**src/rtl/adder_seq_arbiter_pkg.sv**
```systemverilog
// Shared types and default sizing for the sequential multi-word adder arbiter.
// Latency: n/a (declarations only).
// Backpressure: n/a.
package adder_seq_pkg;

  // Controller phases: waiting for a request, stepping words, result pulse.
  typedef enum logic [1:0] {
    IDLE = 2'd0,
    RUN  = 2'd1,
    DONE = 2'd2
  } state_e;

  localparam int DEF_WIDTH  = 16;
  localparam int DEF_NWORDS = 4;
  localparam int DEF_NREQ   = 2;

  localparam int OPW    = DEF_WIDTH * DEF_NWORDS;
  localparam int WIDX_W = $clog2(DEF_NWORDS);
  localparam int PTR_W  = $clog2(DEF_NREQ);

endpackage

```
**src/rtl/adder_seq_arbiter_if.sv**
```systemverilog
// Requester-side bundle: per-requester request/operands in, shared grant/result out.
// Latency: n/a (wires only).
// Backpressure: requester holds req and operands until done.
interface adder_seq_arbiter_if
  import adder_seq_pkg::*;
#(
  parameter int NREQ = DEF_NREQ,
  parameter int OPW  = adder_seq_pkg::OPW
);
  logic [NREQ-1:0]     req;
  logic [NREQ*OPW-1:0] req_a;
  logic [NREQ*OPW-1:0] req_b;
  logic [NREQ-1:0]     req_cin;
  logic [NREQ-1:0]     grant;
  logic                done;
  logic [OPW-1:0]      result;
  logic                cout;
  logic                ovf;
  logic                busy;

  // Request sources drive operands and observe the shared result.
  modport master (
    output req, req_a, req_b, req_cin,
    input  grant, done, result, cout, ovf, busy
  );

  // The arbiter consumes requests and publishes the result.
  modport slave (
    input  req, req_a, req_b, req_cin,
    output grant, done, result, cout, ovf, busy
  );
endinterface

```
**src/rtl/adder_seq_arbiter_full_adder.sv**
```systemverilog
// Tile word adder: c/carry_out = a + b (+ carry_in when carry_listen), zero when off.
// Latency: combinational, ack follows on_off in the same cycle.
// Backpressure: none; ack is high whenever the adder is enabled.
module full_adder #(
  parameter int width = 16
) (
  input  logic             on_off,
  input  logic [width-1:0] a,
  input  logic [width-1:0] b,
  input  logic             carry_listen,
  input  logic             carry_in,
  output logic [width-1:0] c,
  output logic             carry_out,
  output logic             ack
);
  logic [width:0] sum;

  // Widen by one bit so the carry falls out of the top; force zero when off.
  always_comb begin
    sum = '0;
    if (on_off) begin
      sum = {1'b0, a} + {1'b0, b} + {{width{1'b0}}, (carry_listen & carry_in)};
    end
  end

  assign c         = sum[width-1:0];
  assign carry_out = sum[width];
  assign ack       = on_off;
endmodule

```
**src/rtl/adder_seq_arbiter.sv**
```systemverilog
// Round-robin shares one full_adder among NREQ requesters, adding NWORDS words LSW first.
// Latency: done NWORDS+1 cycles after the IDLE cycle that samples req (ack always high).
// Backpressure: adder ack low stalls the word walk; ADDSEQ_OVERFLOW_EN enables signed ovf.
module adder_seq_arbiter
  import adder_seq_pkg::*;
#(
  parameter int WIDTH  = DEF_WIDTH,
  parameter int NWORDS = DEF_NWORDS,
  parameter int NREQ   = DEF_NREQ
) (
  input  logic                 clk,
  input  logic                 reset,
  adder_seq_arbiter_if.slave   bus
);
  localparam int LOPW    = WIDTH * NWORDS;
  localparam int LWIDX_W = (NWORDS > 1) ? $clog2(NWORDS) : 1;
  localparam int LPTR_W  = (NREQ > 1) ? $clog2(NREQ) : 1;

  localparam logic [1:0] S_IDLE = 2'(IDLE);
  localparam logic [1:0] S_RUN  = 2'(RUN);
  localparam logic [1:0] S_DONE = 2'(DONE);

  logic [1:0]         state_q, state_d;
  logic [NREQ-1:0]    grant_q, grant_d;
  logic [LPTR_W-1:0]  rr_ptr_q, rr_ptr_d;
  logic [LPTR_W-1:0]  gidx_q, gidx_d;
  logic [LWIDX_W-1:0] word_idx_q, word_idx_d;
  logic               carry_q, carry_d;
  logic [LOPW-1:0]    a_q, a_d;
  logic [LOPW-1:0]    b_q, b_d;
  logic               cin_q, cin_d;
  logic [LOPW-1:0]    result_q, result_d;
  logic               cout_q, cout_d;
  logic               ovf_q, ovf_d;

  logic               fa_on_off;
  logic [WIDTH-1:0]   fa_a;
  logic [WIDTH-1:0]   fa_b;
  logic               fa_listen;
  logic               fa_cin;
  logic [WIDTH-1:0]   fa_c;
  logic               fa_cout;
  logic               fa_ack;

  logic [LPTR_W:0]    pick;
  logic               pick_vld;
  logic [LPTR_W-1:0]  pick_idx;

  // First set request at or above ptr, wrapping; returns {found, index}.
  function automatic logic [LPTR_W:0] rr_pick(input logic [NREQ-1:0] r,
                                              input logic [LPTR_W-1:0] ptr);
    logic              found;
    logic [LPTR_W-1:0] idx;
    int                j;
    found = 1'b0;
    idx   = ptr;
    for (int i = 0; i < NREQ; i++) begin
      j = (int'(ptr) + i) % NREQ;
      if (!found && r[j]) begin
        found = 1'b1;
        idx   = LPTR_W'(j);
      end
    end
    return {found, idx};
  endfunction

  // Arbitration candidate for this cycle; only acted on in IDLE.
  always_comb begin
    pick     = rr_pick(bus.req, rr_ptr_q);
    pick_vld = pick[LPTR_W];
    pick_idx = pick[LPTR_W-1:0];
  end

  // Adder is only enabled in RUN; word 0 takes the requester's cin, later words the chained carry.
  always_comb begin
    fa_on_off = 1'b0;
    fa_listen = 1'b0;
    fa_a      = '0;
    fa_b      = '0;
    fa_cin    = 1'b0;
    if (state_q == S_RUN) begin
      fa_on_off = 1'b1;
      fa_listen = 1'b1;
      fa_a      = a_q[int'(word_idx_q)*WIDTH +: WIDTH];
      fa_b      = b_q[int'(word_idx_q)*WIDTH +: WIDTH];
      fa_cin    = (word_idx_q == '0) ? cin_q : carry_q;
    end
  end

  full_adder #(
    .width (WIDTH)
  ) u_fa (
    .on_off       (fa_on_off),
    .a            (fa_a),
    .b            (fa_b),
    .carry_listen (fa_listen),
    .carry_in     (fa_cin),
    .c            (fa_c),
    .carry_out    (fa_cout),
    .ack          (fa_ack)
  );

  // Controller: grant and latch in IDLE, accept one word per acked cycle in RUN, rotate in DONE.
  always_comb begin
    state_d    = state_q;
    grant_d    = grant_q;
    rr_ptr_d   = rr_ptr_q;
    gidx_d     = gidx_q;
    word_idx_d = word_idx_q;
    carry_d    = carry_q;
    a_d        = a_q;
    b_d        = b_q;
    cin_d      = cin_q;
    result_d   = result_q;
    cout_d     = cout_q;
    ovf_d      = ovf_q;
    case (state_q)
      S_IDLE: begin
        if (pick_vld) begin
          grant_d    = NREQ'(1) << pick_idx;
          gidx_d     = pick_idx;
          a_d        = bus.req_a[int'(pick_idx)*LOPW +: LOPW];
          b_d        = bus.req_b[int'(pick_idx)*LOPW +: LOPW];
          cin_d      = bus.req_cin[pick_idx];
          word_idx_d = '0;
          state_d    = S_RUN;
        end
      end
      S_RUN: begin
        if (fa_ack) begin
          result_d[int'(word_idx_q)*WIDTH +: WIDTH] = fa_c;
          carry_d = fa_cout;
          if (word_idx_q == LWIDX_W'(NWORDS - 1)) begin
            cout_d     = fa_cout;
`ifdef ADDSEQ_OVERFLOW_EN
            ovf_d      = (fa_a[WIDTH-1] == fa_b[WIDTH-1]) && (fa_c[WIDTH-1] != fa_a[WIDTH-1]);
`else
            ovf_d      = 1'b0;
`endif
            word_idx_d = '0;
            state_d    = S_DONE;
          end else begin
            word_idx_d = word_idx_q + 1'b1;
          end
        end
      end
      S_DONE: begin
        rr_ptr_d = LPTR_W'((int'(gidx_q) + 1) % NREQ);
        grant_d  = '0;
        state_d  = S_IDLE;
      end
      default: begin
        grant_d = '0;
        state_d = S_IDLE;
      end
    endcase
  end

  // State registers; synchronous reset discards any partial operation.
  always_ff @(posedge clk) begin
    if (reset) begin
      state_q    <= S_IDLE;
      grant_q    <= '0;
      rr_ptr_q   <= '0;
      gidx_q     <= '0;
      word_idx_q <= '0;
      carry_q    <= 1'b0;
      a_q        <= '0;
      b_q        <= '0;
      cin_q      <= 1'b0;
      result_q   <= '0;
      cout_q     <= 1'b0;
      ovf_q      <= 1'b0;
    end else begin
      state_q    <= state_d;
      grant_q    <= grant_d;
      rr_ptr_q   <= rr_ptr_d;
      gidx_q     <= gidx_d;
      word_idx_q <= word_idx_d;
      carry_q    <= carry_d;
      a_q        <= a_d;
      b_q        <= b_d;
      cin_q      <= cin_d;
      result_q   <= result_d;
      cout_q     <= cout_d;
      ovf_q      <= ovf_d;
    end
  end

  assign bus.grant  = grant_q;
  assign bus.done   = (state_q == S_DONE);
  assign bus.busy   = (state_q != S_IDLE);
  assign bus.result = result_q;
  assign bus.cout   = cout_q;
  assign bus.ovf    = ovf_q;

endmodule

```
**src/flat_wrapper.sv**
```systemverilog
// flat-port wrapper written by rule: the top's interface ports become plain ports
module adder_seq_arbiter_flat import adder_seq_pkg::*;
#(
  parameter int WIDTH  = DEF_WIDTH,
  parameter int NWORDS = DEF_NWORDS,
  parameter int NREQ   = DEF_NREQ
)
  (clk, reset, bus_req, bus_req_a, bus_req_b, bus_req_cin, bus_grant, bus_done, bus_result, bus_cout, bus_ovf, bus_busy);
  adder_seq_arbiter_if #(.NREQ(NREQ), .OPW((64))) bus_i ();
  input  logic clk;
  input  logic reset;
  input wire logic [$bits(bus_i.req)-1:0] bus_req;
  input wire logic [$bits(bus_i.req_a)-1:0] bus_req_a;
  input wire logic [$bits(bus_i.req_b)-1:0] bus_req_b;
  input wire logic [$bits(bus_i.req_cin)-1:0] bus_req_cin;
  output wire logic [$bits(bus_i.grant)-1:0] bus_grant;
  output wire logic [$bits(bus_i.done)-1:0] bus_done;
  output wire logic [$bits(bus_i.result)-1:0] bus_result;
  output wire logic [$bits(bus_i.cout)-1:0] bus_cout;
  output wire logic [$bits(bus_i.ovf)-1:0] bus_ovf;
  output wire logic [$bits(bus_i.busy)-1:0] bus_busy;
  assign bus_i.req = bus_req;
  assign bus_i.req_a = bus_req_a;
  assign bus_i.req_b = bus_req_b;
  assign bus_i.req_cin = bus_req_cin;
  assign bus_grant = bus_i.grant;
  assign bus_done = bus_i.done;
  assign bus_result = bus_i.result;
  assign bus_cout = bus_i.cout;
  assign bus_ovf = bus_i.ovf;
  assign bus_busy = bus_i.busy;
  adder_seq_arbiter #(.WIDTH(WIDTH), .NWORDS(NWORDS), .NREQ(NREQ)) u_core (.clk(clk), .reset(reset), .bus(bus_i));
endmodule
```
**config.mk**
```make
export PLATFORM = sky130hd
export DESIGN_NAME = adder_seq_arbiter_flat
export DESIGN_NICKNAME = d
export VERILOG_FILES = /design/src/rtl/adder_seq_arbiter_pkg.sv /design/src/rtl/adder_seq_arbiter_if.sv /design/src/rtl/adder_seq_arbiter_full_adder.sv /design/src/rtl/adder_seq_arbiter.sv /design/src/flat_wrapper.sv
export SDC_FILE = /design/constraint.sdc
export NUM_CORES = 1
export LEC_CHECK = 0
export BUFFER_PORTS_ARGS = -buffer_cell sky130_fd_sc_hd__buf_2
export CAP_MARGIN = 20
export CORE_MARGIN = 2
export CORE_UTILIZATION = 30
export CTS_BUF_LIST = sky130_fd_sc_hd__clkbuf_16
export DETAILED_ROUTE_END_ITERATION = 6
export GPL_ROUTABILITY_DRIVEN = 0
export PLACE_DENSITY = 0.5
export SLEW_MARGIN = 0
export SYNTH_ARGS = -nofsm -noshare
export SYNTH_HDL_FRONTEND = slang
export SYNTH_SLANG_ARGS = --single-unit
```
**constraint.sdc**
```tcl
create_clock -name clk -period 7.1 [get_ports clk]
set_clock_uncertainty 0.1 [all_clocks]
set_input_delay 0.71 -clock clk [delete_from_list [all_inputs] [get_ports clk]]
set_output_delay 0.71 -clock clk [all_outputs]
set_load 0.03 [all_outputs]
```
## Yosys cells after proc, flatten, opt, wreduce, memory -nomap -nowiden

Index checks and enable logic that the tools add are counted.

| word-level totals | value |
|---|---|
| flip-flop bits (word level) | 203 |
| logic and storage cells | 75 |

| cells by class | value |
|---|---|
| add/subtract/negate cells | 6 |
| magnitude comparators | 3 |
| equal/unequal tests | 6 |
| shift operators | 7 |
| muxes and demuxes | 27 |
| bitwise gates (word level) | 3 |
| reduce and logical (&&, ||, !) cells | 12 |

Operators by type and width:

| kind | number |
|---|---|
| indexed part select 128 x 8 -> 64 bit | 2 |
| indexed part select 64 x 7 -> 16 bit | 2 |
| bitwise mux 64 bit | 1 |
| variable shift 16 x 33 -> 64 bit, first input constant | 1 |
| indexed part select 16 x 33 -> 64 bit | 1 |
| negation 6 -> 33 bit | 1 |
| 2-to-1 mux 16 bit | 2 |
| adder 16 x 16 -> 17 bit | 1 |
| adder 17 x 1 -> 17 bit | 1 |
| 2-to-1 mux 17 bit | 1 |
| 2-to-1 mux 2 bit | 7 |
| 2-to-1 mux 1 bit | 13 |
| case mux 2 bit (2 select lines) | 3 |
| AND reduction 3 bit | 3 |
| AND reduction 2 bit | 3 |
| == test 2 bit, second input constant | 2 |
| zero test 2 bit | 2 |
| < comparator 1 x 2 -> 1 bit, second input constant | 2 |
| inequality test 2 bit, second input constant | 2 |
| nonzero test 2 bit | 2 |
| < comparator 2 x 3 -> 1 bit, second input constant | 1 |
| adder 1 bit, second input constant | 2 |
| adder 2 x 1 -> 2 bit, second input constant | 1 |
| == test 2 x 1 -> 1 bit, second input constant | 1 |
| other kinds (7) | 7 |

## Longest topological paths before layout

Gate-level depths: netlist of the first run.

| logic depth | value |
|---|---|
| word-level depth | 10 |
| depth in mapped cells | 14 |
| depth with buffers taken out | 12 |

## By module

Synthesis of the first run repeated with hierarchy kept, for this count alone.

| unflattened totals | value |
|---|---|
| cell total of the unflattened synthesis | 1,318 |
| area, all modules | 10,837.9 um^2 |

By module, submodules not included:

| module | instances | cells each | area each (um^2) |
|---|---|---|---|
| adder_seq_arbiter | 1 | 1,192 | 9,918.3 |
| full_adder | 1 | 126 | 919.6 |

## Worst setup path before layout of the first run

No wires, ideal clock.

| timing path | value |
|---|---|
| path kind | reg-to-reg |
| from | register u_core.word_idx_q[1] |
| to | register u_core.cout_q, in the netlist u_core.bus.cout |
| data arrival time | 3.464 ns |
| data required time | 6.914 ns |
| setup slack | 3.450 ns |
| stages on the path, launching flop included | 15 |
| buffers on the path | 2 |
| cells stage by stage | dfxtp_1 > clkbuf_1 > clkbuf_1 > inv_1 > ha_1 > mux2_2 > nand2_1 > fa_1 > fa_1 > and2b_1 > o211ai_2 > a31oi_4 > a21oi_1 > a31o_1 > a211oi_1 |

| between the ends | value |
|---|---|
| word-level cells in the longest chain between the ends | 6 |
| elaborated cells between the ends (all ways) | 13 |
| those cells by class | add/sub (2); eq/ne (1); shift (2); mux (5); bitwise (1); reduce/logical (2) |

RTL lines:

| what | line | source |
|---|---|---|
| from (decl) | adder_seq_arbiter.sv:27 | `logic [LWIDX_W-1:0] word_idx_q, word_idx_d;` |
| from (signal assigned) | adder_seq_arbiter.sv:179 | `word_idx_q <= word_idx_d;` |
| parallel branches: the longest is 6 deep, another holds adder 16 x 16 -> 17 bit | -- |  |
| to (signal assigned) | adder_seq_arbiter.sv:185 | `cout_q <= cout_d;` |
| to (decl) | adder_seq_arbiter.sv:33 | `logic cout_q, cout_d;` |

Parallel ways; which one is timed is not known.
A chain may end at the register's enable or synchronous reset.

## Worst setup path in the final report of the first run

| timing path | value |
|---|---|
| from | register u_core.word_idx_q[0] |
| to | register u_core.result_q[28], in the netlist u_core.bus.result[28] |

| between the ends | value |
|---|---|
| word-level cells in the longest chain between the ends | 8 |
| elaborated cells between the ends (all ways) | 15 |
| those cells by class | add/sub (3); shift (4); mux (6); bitwise (1); reduce/logical (1) |

RTL lines:

| what | line | source |
|---|---|---|
| parallel branches: the longest is 7 deep, another holds adder 16 x 16 -> 17 bit | -- |  |
| bitwise mux 64 bit (*) | adder_seq_arbiter.sv:131 | `result_d[int'(word_idx_q)*WIDTH +: WIDTH] = fa_c;` |
| to (signal assigned) | adder_seq_arbiter.sv:184 | `result_q <= result_d;` |
| to (decl) | adder_seq_arbiter.sv:32 | `logic [LOPW-1:0] result_q, result_d;` |

Mark *: on every way between the ends.

==> results.cfg, run 1 <==
[clock_network]
cts_htree_levels = 1
tritoncts = yes
cts.sink_count = 203
post_cts_buffers = 0
clock_path_buffers = 3
cts_inserted_buffers = 24
cts-root-buf = sky130_fd_sc_hd__clkbuf_16
post_cts.resized_instances = 0
clkTransAtPathRegs_ps = 60
clock_latency_ps = 520
cts.hold.buffers_added = 0

[cells_and_area]
sequential_cell_area_um2 = 4070
num-nets-final = 1519
final_layout_size_suffix_gt1_frac = 0.344
final.fill_count = 3181
final_common_cell = sky130_fd_sc_hd__buf_2
multiInputGateArea_um2 = 4870
area_delta_synth_final_pct = 29.4
layout_common_cells = sky130_fd_sc_hd__buf_2, sky130_fd_sc_hd__dfxtp_1, sky130_fd_sc_hd__nor2_1

[synth]
synth_ff_type = sky130_fd_sc_hd__dfxtp_1
postSynth.asyncResetShare = 0
synth_sequential_area_ratio = 0.436
synthMuxAreaShare = 0.0804
ys_ff_latch = 203
synth-edff-count = 0
syn-cell-area_um2 = 9320
synth_compound_gate_area_share = 0.230
synth_adder_area_share = 0.0298
yosysWarnings = 0
syn-mean-instance-area_um2 = 9.71
postSynthCellCount = 959
synth_xor_xnor_area_share = 0.00564
post_syn_nets = 1242
synthDistinctLibCells = 60
synth_top_family_by_area = compound AO/OA/AOI/OAI gates
synthSimpleGateAreaFrac = 0.173

[sta]
timing.final.hold_violations = 0
finalSetupViolCount = 0
fmax_mhz = 244
fin_hold_ws_ps = 322
timing.final.crit_share = 0.578
unrepaired_setup_endpoints_after_global_routing = no
tightest_slew_ps = 1070
final_period_minus_worst_setup_slack_ps = 4100
final_max_tran_viols = 0
minimum_setup_slack_in_the_final_design_ps = 3000
timing.setup.tns_ps = 0
max-slew-margin-rel = 0.287

[run_status]
result_of_the_run = finished with violations
violations_in_the_final_reports = design-rule violations

[flow_run]
max_cap_violations = 0

[hold_path]
worst_hold_path_type = input pin to flop
min_path_cells = 3

[floorplan]
io_pins = 332
die_width_um = 180
floorplan.die.height_um = 180
core.rowCount = 64
fp.dieArea_um2 = 32500
core_area_um2 = 30600
floorplan.initialDensity = 0.305

[route]
drt_iter0_markers = 1003
drt-pass1-iter-count = 7
antenna_violating_nets_left = 0
vias = 9019
via_per_instance_ratio = 5.43
wirelength_um = 35300
route.detailed.drc = 13
avgRoutedWirePerCell_um = 21.3

[global_route]
grt_max_degree = 111
grt_pass1_vias = 9111
globalRoute.totalOverflow = 0
first_pass_grt_wire_length_um = 54100
grt_antenna_before_repair = 11
grt_usage = 0.210

[setup_path]
setup.worst_path.start_class = flop
worst_ep_arrival_time_ps = 4390
critical_path_class = flop to flop
r2r_cells = 11
cp_max_fo = 26
critical_path_required_ps = 7390
setup.worst_path.end_class = flop
ff2ff_setup_slack_ps = 3000

[place]
detailedPlace.worstSlack_ps = 2860
placement.io_buffers = 330
detailedPlacementHpwl_um = 25300

[pwr]
power.static_leakage_nw = 5.04
powerDensity_nw_per_um2 = 240
max-vdd-ir-drop_uv = 140
final cells by class:
class                   count  share of cell area
well taps                 396              0.0411
diodes                     10             0.00208
repair buffers            342               0.148
clock buffers              25              0.0519
flip-flops and latches    203               0.337
inverters                  12             0.00374
multi-input cells         653               0.404
clock inverters            19              0.0116
logic make-up (layout without fill, tap and decap cells):
| logic type | Yosys count | count (layout) |
|---|---|---|
| compound gates | 254 | 254 |
| xor+xnor | 6 | 6 |
| fa+ha+maj | 21 | 21 |
| buf+inv | 103 | 398 |
| flops | 203 | 203 |
| mux | 37 | 37 |
| other cells | 1 | 11 |
| simple gates | 334 | 334 |
worst max-delay path: stages, from the launching register on:
cell	delay, ps
sky130_fd_sc_hd__dfxtp_2	660
sky130_fd_sc_hd__buf_4	560
sky130_fd_sc_hd__mux4_2	320
sky130_fd_sc_hd__nand2_1	90
sky130_fd_sc_hd__fa_1	460
sky130_fd_sc_hd__fa_1	420
sky130_fd_sc_hd__and2b_1	260
sky130_fd_sc_hd__o211ai_2	120
sky130_fd_sc_hd__a31oi_4	330
sky130_fd_sc_hd__a21oi_1	170
sky130_fd_sc_hd__xor2_1	310
sky130_fd_sc_hd__o21ai_0	160
metal layers:
layer / track usage / wire length, um / vias up
li1: - / - / 4307
met4: 0.0613 / 682 / 2
met1: 0.281 / 15500 / 4291
met2: 0.342 / 16600 / 374
met3: 0.0437 / 2510 / 45
met5: 0 / 13 / -
state kept, by name, summed over array words and instances (netlist names):
name and count:
u_core.carry_q 1, u_core.cin_q 1, u_core.b_q 64, u_core.bus.result 64, u_core.bus.grant 2, u_core.rr_ptr_q 1
u_core.state_q 2, u_core.gidx_q 1, u_core.word_idx_q 2, u_core.bus.cout 1, u_core.a_q 64
cell usage after synthesis (all sizes together) (2+ instances only):
cell type  number  share of area
o21ai          35          0.019
nand4b          6         0.0056
or3             8         0.0054
and3            2         0.0013
o21a            3         0.0024
mux4           30          0.073
a211oi          7         0.0062
fa              2         0.0043
buf            22          0.012
a31oi           2         0.0030
and3b           2         0.0019
xnor2           3         0.0028
nor2b           6         0.0040
and2b           2         0.0016
mux2i           4         0.0043
a311o           2         0.0021
nand3           6         0.0032
nand2b          9         0.0060
nor3            6         0.0032
a21oi          33          0.019
clkbuf         69          0.028
o211ai          8         0.0070
nand2          29          0.012
mux2            3         0.0036
and2           32          0.022
inv            12         0.0048
xor2            3         0.0028
a22oi          20          0.016
or4             2         0.0020
dfxtp         203           0.44
nand4           3         0.0020
nor2          192          0.077
a222oi        129           0.14
nand3b         27          0.022
a32oi           4         0.0038
ha             19          0.026
final timing paths:
path / end / startpoint
setup / recovery: u_core.bus.result[28] / u_core.word_idx_q[0]
hold / removal: u_core.b_q[33] / bus_req_b[97]
setup reg to reg: u_core.bus.result[28] / u_core.word_idx_q[0]
hold reg to reg: u_core.rr_ptr_q / u_core.gidx_q
where the power goes:
part | internal, W | total [W] | switching, W
Sequential | 0.00120 | 0.00125 | 0.0000476
Clock | 0.000707 | 0.00121 | 0.000501
Combinational | 0.000193 | 0.000436 | 0.000242
Total | 0.00210 | 0.00289 | 0.000791
metrics by stage:
stage / power (W) / util / std cells / area, um^2
after floorplan: 0.00153 / - / 959 / 9320
after global placement: 0.00171 / 0.367 / 1604 / 11200
after detailed placement: 0.00171 / 0.367 / 1604 / 11200
after CTS: 0.00292 / 0.392 / 1648 / 12000
after global routing: 0.00303 / 0.394 / 1659 / 12100
final: 0.00289 / 0.394 / 1660 / 12100
Power figures use the tool's default switching activity.
==> run 2: changes to the inputs <==
--- a/config.mk
+++ b/config.mk
@@ -5,6 +5,7 @@
 export SDC_FILE = /design/constraint.sdc
 export NUM_CORES = 1
 export LEC_CHECK = 0
+export ABC_AREA = 1
 export BUFFER_PORTS_ARGS = -buffer_cell sky130_fd_sc_hd__buf_2
 export CAP_MARGIN = 20
 export CORE_MARGIN = 2
@@ -12,7 +13,7 @@
 export CTS_BUF_LIST = sky130_fd_sc_hd__clkbuf_16
 export DETAILED_ROUTE_END_ITERATION = 6
 export GPL_ROUTABILITY_DRIVEN = 0
-export PLACE_DENSITY = 0.5
+export PLACE_DENSITY = 0.51
 export SLEW_MARGIN = 0
 export SYNTH_ARGS = -nofsm -noshare
 export SYNTH_HDL_FRONTEND = slang
==> constraint.sdc (replaced) <==
create_clock -name clk -period 3.33 [get_ports clk]
set_clock_uncertainty 0.1 [all_clocks]
set_input_delay 0.333 -clock clk [delete_from_list [all_inputs] [get_ports clk]]
set_output_delay 0.333 -clock clk [all_outputs]
set_load 0.03 [all_outputs]
==> run 2 against run 1 <==
  * The run now ends clean
  * Area after synthesis up 7.4%
  * Power grew 120%
  * Via count is 32% higher
  * Maximum frequency increased by 33%
  * Count of clock-buffer cells in the layout fell by 2
  * Synthesized cell count rose by 55%
  * Combinational power increased to 3.5 times the previous value
  * Global-route usage up 2.7 points
  * Critical path type unchanged
  * Largest power group unchanged
==> results.cfg, run 2 <==
[sta]
fmax_mhz = 325
final_max_tran_viols = 0
minimum_setup_slack_in_the_final_design_ps = 257
max-slew-margin-rel = 0.488
timing.final.crit_share = 0.923
timing.final.hold_violations = 0
tightest_slew_ps = 767
finalSetupViolCount = 0
final_period_minus_worst_setup_slack_ps = 3070

[clock_network]
cts_htree_levels = 1
post_cts_buffers = 0
cts-root-buf = sky130_fd_sc_hd__clkbuf_16
cts_inserted_buffers = 23
cts.sink_count = 203
tritoncts = yes
clock_latency_ps = 520
clkTransAtPathRegs_ps = 60
clock_path_buffers = 3

[setup_path]
cpPeakStageDelay_ps = 470
cpMostUsedCell = sky130_fd_sc_hd__nand2_1
cpMaxStageDelayCell = sky130_fd_sc_hd__fa_1
critical_path_class = flop to flop
worst_ep_arrival_time_ps = 3410
cp_max_fo = 46
crit_family = adder cells
timing.critical_path.from = u_core.word_idx_q[1]
crit_path_cell_trace = buf_12 -> o21ai_0 -> o22ai_1 -> nand2_1 -> fa_1 -> fa_1 -> inv_1 -> nand4_1 -> nand2_1 -> xor2_1 -> nor2_1 -> nand2_1 -> a21oi_1
critical_path_required_ps = 3670
setup.worst_path.end_class = flop
worstReg2RegStart = u_core.word_idx_q[1]
cp_num_buf_inv = 2
setup.worst_path.start_class = flop

[cells_and_area]
final.fill_count = 3419
num-nets-final = 2251
antennaDiodeCount = 0
area_delta_synth_final_pct = 48.0
finish.cell_count_without_fillers = 2422
layout_common_cells = sky130_fd_sc_hd__nand2_1, sky130_fd_sc_hd__buf_2, sky130_fd_sc_hd__dlygate4sd3_1
multiInputGateArea_um2 = 5130
fin_util = 0.453
final_layout_size_suffix_gt1_frac = 0.205
final_common_cell = sky130_fd_sc_hd__nand2_1
sequential_cell_area_um2 = 4070

[pwr]
p_seq_frac = 0.415
clockPowerShare = 0.351
combinationalPowerShare = 0.234
max-vdd-ir-drop_uv = 328
fraction_of_power_spent_switching_nets = 0.310
power.total_w = 0.00649
power.static_leakage_nw = 6.57
power_switching_w = 0.00201
powerDensity_nw_per_um2 = 438
internal_power_w = 0.00447

[flow_run]
max_cap_violations = 0

[synth]
postSynthCellCount = 1482
synth-edff-count = 0
synth.top_cell.area_share = 0.406
post-synth-top-count-cell = sky130_fd_sc_hd__nand2_1
ys_ff_latch = 203
syn-cell-area_um2 = 10000
yosys.area.top_type = sky130_fd_sc_hd__dfxtp_1
synth_top_cells_by_count = sky130_fd_sc_hd__nand2_1, sky130_fd_sc_hd__dfxtp_1, sky130_fd_sc_hd__nor2_1
postSynth.asyncResetShare = 0
yosysWarnings = 0
syn-mean-instance-area_um2 = 6.75
post_synth_main_area_contributors = sky130_fd_sc_hd__dfxtp_1, sky130_fd_sc_hd__nand2_1, sky130_fd_sc_hd__a21oi_1
post_syn_nets = 1765
synthDistinctLibCells = 33
synth_ff_type = sky130_fd_sc_hd__dfxtp_1
synth_sequential_area_ratio = 0.406

[global_route]
grt_antenna_before_repair = 0
grt_max_degree = 93
first_pass_grt_wire_length_um = 65400
grt_pass1_vias = 11800
globalRoute.totalOverflow = 0
grt_usage = 0.236

[hold_path]
worst_hold_path_type = input pin to flop
worstHoldStart = bus_req_b[27]

[route]
antenna_violating_nets_left = 0
route.detailed.drc = 0
wirelength_um = 42500
via_per_instance_ratio = 4.91
avgRoutedWirePerCell_um = 17.6
vias = 11900
drt_iter0_markers = 679
drt-pass1-iter-count = 7

[place]
detailedPlacementHpwl_um = 30500
detailedPlace.worstSlack_ps = 211
placedCellCount = 2174
placement.io_buffers = 330

[floorplan]
io_pins = 332
floorplan.die.height_um = 187
fp.dieArea_um2 = 34800
die_width_um = 187
core.rowCount = 66
core_area_um2 = 32700
floorplan.initialDensity = 0.306

[run_status]
result_of_the_run = finished, final reports clean
## run 2: worst min-delay path, cell delays in order
cell and delay [ps]:
sky130_fd_sc_hd__buf_2 110, sky130_fd_sc_hd__nand2_1 50, sky130_fd_sc_hd__a31oi_1 70
## run 2: cell families after synthesis
logic type | count (synthesis) | synth area share
AOI/OAI and AO/OA | 331 | 0.193
xor gates and xnor gates | 7 | 0.00613
adders and majority gates | 21 | 0.0278
buffers and inverters | 204 | 0.0830
DFF | 203 | 0.406
other | 1 | 0.000375
and+or+nand+nor | 715 | 0.283
## run 2: final timing paths
kind                            cells past startpoint                    end  slack, ps
worst max-delay path                               13  u_core.bus.result[38]        260
worst max register to register                     13  u_core.bus.result[38]        260
worst min register to register                      1        u_core.rr_ptr_q        350
worst min-delay path                                3         u_core.b_q[27]          7
## run 2: power by group through the flow
| stage | Combinational, W | Clock, W | Sequential [W] |
|---|---|---|---|
| 2_1_floorplan | 0.000731 | 0 | 0.00270 |
| 3_3_place_gp | 0.00124 | 0 | 0.00275 |
| 3_5_place_dp | 0.00124 | 0 | 0.00274 |
| 4_1_cts | 0.00150 | 0.00230 | 0.00269 |
| 5_1_grt | 0.00166 | 0.00241 | 0.00270 |
| 6_report | 0.00152 | 0.00228 | 0.00269 |
## run 2: repair_timing
action	CTS	global route
endpoints found under the hold margin	120	0
hold buffers	211	0
resized for setup	0	3
endpoints found under the setup margin	0	14
## run 2: metrics by stage
stage / hold slack (ps) / setup TNS (ps) / area (um^2)
2_1_floorplan: 306 / 0 / 10000
3_3_place_gp: 321 / 0 / 12000
3_5_place_dp: 326 / 0 / 12000
4_1_cts: 0.326 / 0 / 14800
5_1_grt: 6.10 / -6.73 / 14800
6_report: 6.55 / 0 / 14800
## run 2: layer usage
layer | global-route usage | vias up | wire length [um]
li1 | - | 5866 | -
met1 | 0.320 | 5549 | 19100
met2 | 0.399 | 426 | 20000
met3 | 0.0265 | 60 | 2250
met4 | 0.0623 | 0 | 1210
met5 | 0 | - | 0
## run 2: final cells by class
| class | count | share of cell area |
|---|---|---|
| sequential | 203 | 0.275 |
| multi-input combinational | 1075 | 0.347 |
| clock buffer | 23 | 0.0389 |
| tap | 442 | 0.0373 |
| clock inverter | 14 | 0.00448 |
| timing repair buffer | 566 | 0.273 |
| inverter | 99 | 0.0254 |
